[src/rtl/serial_subtractor.sv]
`default_nettype none
// ============================================================================
// Module   : serial_subtractor
// Brief    : Bit-serial A - B - Bin, LSB first, one cell plus registered borrow.
//            Define SERIAL_SUB_ADD_MODE_EN to add an op_add port (adder mode).
// Revision : 1.0 - initial release
// ============================================================================
module serial_subtractor #(
  parameter int WIDTH = 8
) (
  input  logic             clk,
  input  logic             rst_n,
  input  logic             in_valid,
  output logic             in_ready,
  input  logic [WIDTH-1:0] a,
  input  logic [WIDTH-1:0] b,
  input  logic             bin,
`ifdef SERIAL_SUB_ADD_MODE_EN
  input  logic             op_add,
`endif
  output logic             out_valid,
  input  logic             out_ready,
  output logic [WIDTH-1:0] diff,
  output logic             bout,
  output logic             ovf,
  output logic             busy
);

  localparam int                 c_cnt_w    = $clog2(WIDTH);
  localparam logic [c_cnt_w-1:0] c_cnt_last = c_cnt_w'(WIDTH - 1);
  localparam logic [c_cnt_w-1:0] c_cnt_one  = c_cnt_w'(1);

  typedef enum logic [1:0] {
    S_IDLE = 2'd0,
    S_RUN  = 2'd1,
    S_DONE = 2'd2
  } state_t;

  state_t             r_state;
  state_t             w_next;
  logic [WIDTH-1:0]   r_a;
  logic [WIDTH-1:0]   r_b;
  logic [WIDTH-1:0]   r_diff;
  logic [c_cnt_w-1:0] r_cnt;
  logic               r_br;
  logic               r_bout;
  logic               r_ovf;
  logic               w_ai;
  logic               w_bi;
  logic               w_d;
  logic               w_br_nxt;
  logic               w_ovf;
  logic               w_last;

  assign w_ai   = r_a[0];
  assign w_bi   = r_b[0];
  assign w_d    = w_ai ^ w_bi ^ r_br;
  assign w_last = (r_cnt == c_cnt_last);

  // Overflow is evaluated on the final (MSB) bit, where w_d is diff[MSB].
`ifdef SERIAL_SUB_ADD_MODE_EN
  logic r_add;
  assign w_br_nxt = r_add ? ((w_ai & w_bi) | (r_br & (w_ai ^ w_bi)))
                          : ((~w_ai & w_bi) | (~(w_ai ^ w_bi) & r_br));
  assign w_ovf    = r_add ? ((w_ai == w_bi) & (w_d != w_ai))
                          : ((w_ai != w_bi) & (w_d != w_ai));
`else
  assign w_br_nxt = (~w_ai & w_bi) | (~(w_ai ^ w_bi) & r_br);
  assign w_ovf    = (w_ai != w_bi) & (w_d != w_ai);
`endif

  always_ff @(posedge clk) begin
    if (!rst_n) r_state <= S_IDLE;
    else        r_state <= w_next;
  end

  always_comb begin
    w_next = r_state;
    case (r_state)
      S_IDLE:  if (in_valid)  w_next = S_RUN;
      S_RUN:   if (w_last)    w_next = S_DONE;
      S_DONE:  if (out_ready) w_next = S_IDLE;
      default: w_next = S_IDLE;
    endcase
  end

  always_ff @(posedge clk) begin
    if (!rst_n) begin
      r_a    <= '0;
      r_b    <= '0;
      r_diff <= '0;
      r_cnt  <= '0;
      r_br   <= 1'b0;
      r_bout <= 1'b0;
      r_ovf  <= 1'b0;
`ifdef SERIAL_SUB_ADD_MODE_EN
      r_add  <= 1'b0;
`endif
    end else begin
      case (r_state)
        S_IDLE: begin
          if (in_valid) begin
            r_a   <= a;
            r_b   <= b;
            r_br  <= bin;
            r_cnt <= '0;
`ifdef SERIAL_SUB_ADD_MODE_EN
            r_add <= op_add;
`endif
          end
        end
        S_RUN: begin
          r_a    <= r_a >> 1;
          r_b    <= r_b >> 1;
          r_br   <= w_br_nxt;
          r_diff <= {w_d, r_diff[WIDTH-1:1]};
          r_cnt  <= r_cnt + c_cnt_one;
          if (w_last) begin
            r_bout <= w_br_nxt;
            r_ovf  <= w_ovf;
          end
        end
        default: ;
      endcase
    end
  end

  assign in_ready  = (r_state == S_IDLE);
  assign out_valid = (r_state == S_DONE);
  assign busy      = (r_state != S_IDLE);
  assign diff      = r_diff;
  assign bout      = r_bout;
  assign ovf       = r_ovf;

endmodule
`default_nettype wire

[config.mk]
export PLATFORM = sky130hd
export DESIGN_NAME = serial_subtractor
export DESIGN_NICKNAME = d
export VERILOG_FILES = /design/src/rtl/serial_subtractor.sv
export SDC_FILE = /design/constraint.sdc
export NUM_CORES = 1
export LEC_CHECK = 0
export CORE_MARGIN = 2
export CORE_UTILIZATION = 49
export DETAILED_ROUTE_END_ITERATION = 8
export GPL_ROUTABILITY_DRIVEN = 0
export PLACE_DENSITY = 0.79
export SLEW_MARGIN = 15
export SYNTH_ARGS = -nofsm -noshare
export SYNTH_HDL_FRONTEND = slang
export SYNTH_SLANG_ARGS = --single-unit
[constraint.sdc]
create_clock -name clk -period 1.6 [get_ports clk]
set_input_delay 0.48 -clock clk [delete_from_list [all_inputs] [get_ports clk]]
set_output_delay 0.48 -clock clk [all_outputs]
set_load 0.02 [all_outputs]
==> metrics.yaml, run 1 <==
status: "completed"
cap_viol_max_count: 0
drt_iter0_markers: 33
fin_nets: 215
timing.final.crit_share: 0.9665
layout-drive-gt1-share: 0.1737
synth_top_flop_cell: "dfxtp_1"
finalSetupViolCount: 0
grt_pass1_vias: 1250
dr.pass1.iters: 4
synth_top_cell_by_area: "dfxtp_1"
p_sw_frac: 0.2609
drv_slew: 0
antenna_found_initial: 0
synth.avg_cell_area_sq_um: 9.516
synth_top_area_share: 0.4429
path_buf_inv: 1
grt_pass1_wl_mm: 5.223
grt_max_degree: 19
ys_top_cells_by_count: "32 x dfxtp_1, 16 x nand2_1, 16 x nor2_1"
synth_seq_cells: 32
cts_buffers: 5
r2r_setup_slack_ns: 0.15
path_cells: "and2b_1 > buf_2"
ant_nets: 0
r2r_start: "r_a[0]$_SDFFE_PN0P_"
crit_type: "flop to output port"
via_count: 1241
slew_headroom: 0.8420
cp.required_ns: 1.12
arrival_ns: 1.07
viasPerCell: 5.615
placed_cells_incl_taps: 214
dp_hpwl_mm: 2.265
drc: 0
slowest_delay_ns: 0.35
fillers: 234
max_freq_ghz: 0.6466
power.leakage_nw: 0.8113
htree_levels: 2
hp-class: "flop to flop"
period_needed_ns: 1.546
rsz0062_at_grt: "false"
synth_enable_flop_cells: 0
min-delay-start: "bout$_SDFFE_PN0P_"
tightest_slew_ns: 0.2344
cts_tree: "yes"
rows: 19
critical-path-top-delay-family: "flip-flops"
finClkSkew_ns: 0.008618
port_buffers: 33
overflow: 0
ys_types: 32
p_per_area_nw_per_um2: 925.0
mappedNetlistArea_sq_um: 1446
cp-start-kind: "flop"
async_flop_share: 0
path_clk_slew_ns: 0.10
p_clk_frac: 0.305
numClockSinks: 32
syn_nets: 177
track_usage: 0.2005
synth.most_common_cell: "dfxtp_1"
boundaryPins: 34
worstPathMaxFanout: 3
final_cells: 221
crit_path_top_delay_cell: "dfxtp_2"
finalWorstSetupSlack_ns: 0.05356
clock_latency_ns: 0.33
cts_root_buf: "clkbuf_4"
die_area_sq_um: 3402
finalWirelength_mm: 3.111
cts_setup_buffers: 0
critPathCaptureType: "output port"
coreArea_sq_um: 2781
yosysSeqAreaShare: 0.4429
p_seq_frac: 0.515
power_frac_comb: 0.180
die_h_microns: 58.33
p_switching_mw: 0.4450
dpl_worst_slack_ns: -0.1049
start_util: 0.5200
peakVddDrop_mv: 0.6515
hold_viol_final: 0
syn_to_final_growth_pct: 27.51
fp.dieW_microns: 58.33
p_int_mw: 1.261
cts_buffer_depth: 2
wl_per_cell_microns: 14.08
diodes: 0
cp-startpoint: "r_state[0]$_SDFFE_PN0P_"
ys_warn_count: 0
synth_area_leaders: "dfxtp_1 44%, a2bb2oi_1 6.7%, a21oi_1 5.2%"
synthCells: 152
## worst reg2reg max path, cell delays in order, from the launching register on
cell and delay [ns]:
dfxtp_1 0.39, inv_1 0.10, fa_1 0.51, xor2_1 0.17
o41ai_2 0.20
## sequential cells by signal, indices dropped and copies added, names as in the netlist
signal   count
diff         8
r_a          8
r_b          8
r_cnt        3
r_state      2
bout         1
ovf          1
r_br         1
## worst paths after layout
kind | endpoint | cells past startpoint
min reg2reg | bout$_SDFFE_PN0P_ | 2
min | bout$_SDFFE_PN0P_ | 2
max | out_valid | 2
max reg2reg | ovf$_SDFFE_PN0P_ | 4
## routing by layer
| layer | wire length (microns) | track usage | share of wire |
|---|---|---|---|
| met1 | 1300 | 0.2258 | 0.42 |
| met2 | 1623 | 0.3676 | 0.52 |
| met3 | 153 | 0.04615 | 0.049 |
| met4 | 34 | 0.06977 | 0.011 |
| met5 | 0 | 0 | 0 |
## placed cells by master (no fill, tap or decap)
| cell | netlist | routed |
|---|---|---|
| dfxtp_1 | 32 | 30 |
| o41ai_2 | 1 | 1 |
| o221a_2 | 6 | 6 |
| nand2_1 | 16 | 16 |
| nand3b_4 | 1 | 1 |
| nor2_1 | 16 | 16 |
| nand4_1 | 2 | 2 |
| and2b_1 | 1 | 1 |
| clkbuf_8 | 0 | 2 |
| clkbuf_4 | 0 | 5 |
| mux2i_1 | 1 | 1 |
| o21ai_0 | 7 | 7 |
| a211oi_1 | 1 | 1 |
| clkdlybuf4s50_1 | 0 | 20 |
| o21bai_1 | 1 | 1 |
| buf_2 | 6 | 3 |
| nand2b_1 | 2 | 2 |
| a21oi_1 | 15 | 15 |
| o22ai_1 | 4 | 4 |
| nand3_1 | 2 | 2 |
| dlygate4sd2_1 | 0 | 10 |
| dfxtp_2 | 0 | 2 |
| o21ba_4 | 1 | 1 |
| ha_1 | 3 | 3 |
| fa_1 | 1 | 1 |
| a2bb2oi_1 | 11 | 11 |
| a22oi_1 | 2 | 2 |
| buf_4 | 1 | 10 |
| o221a_1 | 5 | 5 |
| and2b_4 | 1 | 1 |
| or2b_1 | 1 | 1 |
| inv_1 | 4 | 4 |
| and3_1 | 1 | 1 |
| xor2_1 | 1 | 1 |
| inv_2 | 1 | 1 |
## power by group through the flow
stage	combinational, mW	sequential [mW]	clock (mW)
after floorplan	0.212	0.893	0
after global placement	0.308	0.894	0
after detailed placement	0.315	0.896	0
after CTS	0.312	0.878	0.523
after global routing	0.338	0.883	0.558
final	0.307	0.878	0.520
## area by class of cell
cell class	instances	area, sq um	area share
clock buffers	7	65.06	0.03528
inverters	5	18.77	0.01018
multi-input cells	103	700.7	0.3799
flip-flops and latches	32	643.1	0.3487
well taps	31	38.79	0.02103
repair buffers	43	377.9	0.2049
## stage by stage
stage	hold slack [ns]	total power [mW]	setup TNS, ns	utilization	area (sq um)
after detailed placement	0.4495	1.211	-0.7230	0.6487	1804
after global routing	0.4729	1.780	0	0.6631	1844
after global placement	0.4401	1.202	-0.3566	0.6487	1804
final	0.4586	1.706	0	0.6631	1844
after floorplan	0.4545	1.105	0	-	1446
after CTS	0.4607	1.713	0	0.6676	1857
## cells by family (layout without fill, tap and decap cells)
group | count (synthesis) | in the layout | synth area share
xor+xnor | 1 | 1 | 0.006056
simple gates | 43 | 43 | 0.1427
compound gates | 54 | 54 | 0.2889
buf+inv | 17 | 55 | 0.07266
mux | 1 | 1 | 0.006921
fa+ha+maj | 4 | 4 | 0.03980
flops | 32 | 32 | 0.4429
## timing repair
| action | CTS | global route |
|---|---|---|
| resized for setup | 22 | 2 |
| setup endpoints to repair | 13 | 2 |
| hold buffers | 0 | 0 |
| pin swaps | 0 | 0 |
No activity file was read; power rests on OpenSTA's default activity.
==> run 2: changes to the inputs <==
CAP_MARGIN = 30   (was not set)
SKIP_LAST_GASP = 1   (was not set)
==> run 2 against run 1 <==
Combinational power about the same. Non-clock buffer count unchanged. Via count unchanged. Utilization unchanged. Critical path depth unchanged. Sequential power about the same. Setup slack worse by 0.0088 ns. Worst hold slack unchanged. Global-route usage unchanged. Die area unchanged. Count of clock-buffer cells in the layout unchanged. Clock skew unchanged.
==> metrics.yaml, run 2 (synthesis gave the netlist of run 1 again) <==
grt_max_degree: 19  # unchanged
diodes: 0  # unchanged
max_freq_ghz: 0.6430  # -0.57%
cp-startpoint: "r_state[0]$_SDFFE_PN0P_"
boundaryPins: 34  # unchanged
top_layer: "met4"
postPlaceCellArea_sq_um: 1804  # unchanged
antenna_found_initial: 0  # unchanged
cp.required_ns: 1.12  # about the same
postLayoutCellArea_sq_um: 1844  # unchanged
wl_met2_mm: 1.623  # unchanged
hold_viol_final: 0  # unchanged
placed_cells_incl_taps: 214  # unchanged
cp-start-kind: "flop"
overflow: 0  # unchanged
wl_per_cell_microns: 14.08  # unchanged
period_needed_ns: 1.555  # +0.008817 ns
die_area_sq_um: 3402  # unchanged
finClkSkew_ns: 0.008618  # unchanged
hold_ws_ns: 0.4586  # unchanged
clock_latency_ns: 0.33  # about the same
p_per_area_nw_per_um2: 925.0  # about the same
htree_levels: 2  # unchanged
power.leakage_nw: 0.8103  # -0.12%
peakVddDrop_mv: 0.6515  # unchanged
timing.final.crit_share: 0.9720  # +0.005511
track_usage: 0.2005  # unchanged
reg2reg_depth: 4  # unchanged
final_common_cell: "dfxtp_1"
drv_slew: 0  # unchanged
worstPathMaxFanout: 3  # unchanged
cap_viol_max_count: 0  # unchanged
cts_root_buf: "clkbuf_4"
dpl_worst_slack_ns: -0.1049  # unchanged
final_cell_mix: "30 x dfxtp_1, 20 x clkdlybuf4s50_1, 16 x nand2_1, 16 x nor2_1, 15 x a21oi_1"
drc: 0  # unchanged
utilization: 0.6631  # unchanged
layout-drive-gt1-share: 0.1737  # unchanged
crit_cells: 2  # unchanged
coreArea_sq_um: 2781  # unchanged
cts_buffer_depth: 2  # unchanged
via_count: 1241  # unchanged
worstHoldPathCells: 2  # unchanged
cts_tree: "yes"
multi_input_area_sq_um: 700.7  # unchanged
fin_nets: 215  # unchanged
critPathCaptureType: "output port"
path_cells: "and2b_1 > clkbuf_2"
port_buffers: 33  # unchanged
start_util: 0.5200  # unchanged
path_buf_inv: 1  # unchanged
syn_to_final_growth_pct: 27.51  # unchanged
grt_pass1_wl_mm: 5.223  # unchanged
numClockSinks: 32  # unchanged
arrival_ns: 1.08  # about the same
slew_headroom: 0.8420  # unchanged
critical-path-top-delay-family: "flip-flops"
r2r_start: "r_a[0]$_SDFFE_PN0P_"
final_cells: 221  # unchanged
viasPerCell: 5.615  # unchanged
ant_nets: 0  # unchanged
regArea_sq_um: 643.1  # unchanged
die_h_microns: 58.33  # unchanged
grt_pass1_vias: 1250  # unchanged
min-delay-start: "bout$_SDFFE_PN0P_"
slowest_delay_ns: 0.35  # about the same
dp_hpwl_mm: 2.265  # unchanged
rows: 19  # unchanged
dr_wl_met3_microns: 153  # unchanged
tns_ns: 0  # unchanged
routedLengthMet1_mm: 1.300  # unchanged
dr.pass1.iters: 4  # unchanged
tightest_slew_ns: 0.2344  # unchanged
finalPower_mw: 1.706  # about the same
hp-class: "flop to flop"
path_clk_slew_ns: 0.10  # about the same
fillers: 234  # unchanged
finalWirelength_mm: 3.111  # unchanged
crit_type: "flop to output port"
cts_buffers: 5  # unchanged
status: "completed"
fp.dieW_microns: 58.33  # unchanged
rsz0062_at_grt: "false"
finalSetupViolCount: 0  # unchanged
crit_path_top_delay_cell: "dfxtp_2"
drt_iter0_markers: 33  # unchanged
cts_setup_buffers: 0  # unchanged
finalWorstSetupSlack_ns: 0.04474  # -0.008817 ns
[run 2: cell type report]
class	count	area share
clock buffer	7	0.03528
sequential	32	0.3487
multi-input combinational	103	0.3799
tap	31	0.02103
timing repair buffer	43	0.2049
inverter	5	0.01018
[run 2: timing repair]
| action | in CTS | in global routing |
|---|---|---|
| cloned | 0 | 0 |
| gates resized for setup | 19 | 4 |
| hold buffers | 0 | 0 |
| endpoints found under the setup margin | 13 | 3 |
[run 2: tightest hold or removal path, delay by kind of cell (launching register included)]
family           cells  cell delay, ns
AO/OA/AOI/OAI        1            0.05
flip-flops           1            0.32
AND/OR/NAND/NOR      1            0.05
[run 2: final timing paths]
check                       to  slack, ns
max reg2reg   ovf$_SDFFE_PN0P_       0.15
min          bout$_SDFFE_PN0P_       0.46
min reg2reg  bout$_SDFFE_PN0P_       0.46
max                  out_valid       0.04
[run 2: power by group]
part | switching, mW | internal, mW | leakage (nW)
logic | 0.142 | 0.165 | 0.509
clock network | 0.271 | 0.249 | 0.0374
registers | 0.0315 | 0.847 | 0.264
total | 0.445 | 1.26 | 0.810
[run 2: routing by layer]
metal  vias to the layer above  track usage
met2                        32       0.3676
met1                       582       0.2258
met5                         -            0
li1                        623            -
met3                         4      0.04615
met4                         0      0.06977
==> run 3: changes to the inputs <==
--- a/config.mk
+++ b/config.mk
@@ -8,8 +8,9 @@
 export CAP_MARGIN = 30
 export CORE_MARGIN = 2
-export CORE_UTILIZATION = 49
+export CORE_UTILIZATION = 40
+export CTS_CLUSTER_DIAMETER = 40
 export DETAILED_ROUTE_END_ITERATION = 8
 export GPL_ROUTABILITY_DRIVEN = 0
-export PLACE_DENSITY = 0.79
+export PLACE_DENSITY = 0.66
 export SKIP_LAST_GASP = 1
 export SLEW_MARGIN = 15
==> constraint.sdc (replaced) <==
create_clock -name clk -period 1.6 [get_ports clk]
set_input_delay 0.48 -clock clk [delete_from_list [all_inputs] [get_ports clk]]
set_output_delay 0.48 -clock clk [all_outputs]
set_load 0.01 [all_outputs]
==> run 3 against run 2 <==
Global-route usage decreased by 2.6 points. Critical path depth increased by 1. Sequential power about the same. Combinational power is 2% higher. Die area increased by 21%. Sequential share of layout area shrank 0.56 points. Fmax is 2.9% higher. Clock skew shrank 0.0038 ns. Utilization fell by 11 points. Clock power decreased by 12%. Critical endpoint is now busy. Largest cell class unchanged.
==> metrics.yaml, run 3 (synthesis gave the netlist of run 1 again) <==
slew_headroom: 0.8395  # -0.002493
critPathCaptureType: "output port"
boundaryPins: 34  # unchanged
ant_nets: 0  # unchanged
crit_type: "flop to output port"
worstHoldPathCells: 2  # unchanged
tns_ns: 0  # unchanged
track_usage: 0.1743  # -0.02618
die_h_microns: 64.13  # +9.9%
cp-start-kind: "flop"
finalWirelength_mm: 3.253  # +4.6%
rsz0062_at_grt: "false"
fp.dieW_microns: 64.13  # +9.9%
dr.pass1.iters: 4  # unchanged
clock_latency_ns: 0.32  # about the same
rows: 21  # +2
power.leakage_nw: 0.8110  # about the same
cts_buffers: 5  # unchanged
p_per_area_nw_per_um2: 881.4  # -4.7%
multi_input_area_sq_um: 700.7  # unchanged
p_clk_frac: 0.278  # -0.027
wl_per_cell_microns: 13.73  # -2.5%
p_int_mw: 1.235  # -2.1%
tightest_slew_ns: 0.2402  # +0.005806 ns
r2r_setup_slack_ns: 0.16  # about the same
antenna_found_initial: 0  # unchanged
p_sw_frac: 0.2527  # -0.008151
cts_root_buf: "clkbuf_4"
diodes: 0  # unchanged
arrival_ns: 1.03  # -0.05 ns
drv_slew: 0  # unchanged
p_seq_frac: 0.532  # +0.017
power_frac_comb: 0.190  # +0.010
layout-drive-gt1-share: 0.1623  # -0.01138
grt_pass1_vias: 1232  # -1.4%
period_needed_ns: 1.511  # -0.04425 ns
via_count: 1259  # +1.5%
final_cell_mix: "30 x dfxtp_1, 20 x clkdlybuf4s50_1, 16 x nand2_1, 16 x nor2_1, 15 x a21oi_1"
final_common_cell: "dfxtp_1"
finalSetupViolCount: 0  # unchanged
path_clk_slew_ns: 0.08  # -0.02 ns
fillers: 335  # +43%
drc: 0  # unchanged
port_buffers: 33  # unchanged
max_freq_ghz: 0.6618  # +2.9%
reg2reg_depth: 4  # unchanged
cp.required_ns: 1.12  # about the same
drt_iter0_markers: 101  # +210%
syn_to_final_growth_pct: 29.58
cts_buffer_depth: 2  # unchanged
start_util: 0.4234  # -0.09657
worstPathMaxFanout: 3  # unchanged
grt_pass1_wl_mm: 5.554  # +6.3%
cts_tree: "yes"
finalPower_mw: 1.652  # -3.2%
placed_cells_incl_taps: 228  # +6.5%
die_area_sq_um: 4113  # +21%
finClkSkew_ns: 0.004774  # -0.003844 ns
fin_nets: 215  # unchanged
regArea_sq_um: 643.1  # unchanged
grt_max_degree: 19  # unchanged
numClockSinks: 32  # unchanged
hold_viol_final: 0  # unchanged
hp-class: "flop to flop"
dp_hpwl_mm: 2.355  # +4.0%
overflow: 0  # unchanged
viasPerCell: 5.312  # -5.4%
coreArea_sq_um: 3416  # +23%
timing.final.crit_share: 0.9444  # -0.02766
final_cells: 237  # +7.2%
status: "completed"
hold_ws_ns: 0.4641  # +0.005516 ns
peakVddDrop_mv: 0.4892  # -25%
cap_viol_max_count: 0  # unchanged
p_switching_mw: 0.4175  # -6.2%
htree_levels: 2  # unchanged
==> run 3: what timing repair did <==
action                     CTS  global route
gates resized for setup     16             4
setup endpoints to repair   13             3
hold buffers                 0             0
pin swaps                    0             0
setup buffers                1             0
==> run 3: routing by layer <==
layer	share of wire	GRT usage
met4	0.025	0.07713
met3	0.046	0.05634
met2	0.47	0.2852
met1	0.46	0.2084
met5	0	0
==> run 3: critical path, cell delays in order, from the launching register on <==
cell	delay [ns]
dfxtp_2	0.36
inv_2	0.04
nand2_1	0.07
clkdlybuf4s15_1	0.24
==> run 3: power by group through the flow <==
| stage | combinational [mW] | clock, mW | sequential (mW) |
|---|---|---|---|
| global placement | 0.305 | 0 | 0.895 |
| finish | 0.314 | 0.459 | 0.879 |
| detailed placement | 0.316 | 0 | 0.896 |
| floorplan | 0.209 | 0 | 0.890 |
| CTS | 0.315 | 0.478 | 0.878 |
| global route | 0.346 | 0.512 | 0.885 |
==> run 3: layout make-up <==
type	instances	share of cell area
Tap cell	46	0.03071
Clock buffer	8	0.03138
Sequential cell	32	0.3431
Timing Repair Buffer	43	0.2109
Multi-Input combinational cell	103	0.3738
Inverter	5	0.01001
==> run 3: worst paths after layout <==
| kind | startpoint | end |
|---|---|---|
| worst min register to register | bout$_SDFFE_PN0P_ | bout$_SDFFE_PN0P_ |
| worst max-delay path | r_state[0]$_SDFFE_PN0P_ | busy |
| worst min-delay path | bout$_SDFFE_PN0P_ | bout$_SDFFE_PN0P_ |
| worst max register to register | r_a[0]$_SDFFE_PN0P_ | ovf$_SDFFE_PN0P_ |
==> run 3: through the flow <==
| step | setup slack (ns) | utilization | instance area (sq um) |
|---|---|---|---|
| 2_1_floorplan | 0.2679 | - | 1446 |
| 3_3_place_gp | -0.04987 | 0.5352 | 1828 |
| 3_5_place_dp | -0.1062 | 0.5352 | 1828 |
| 4_1_cts | -0.05557 | 0.5509 | 1882 |
| 5_1_grt | 0.02454 | 0.5487 | 1874 |
| 6_report | 0.08900 | 0.5487 | 1874 |
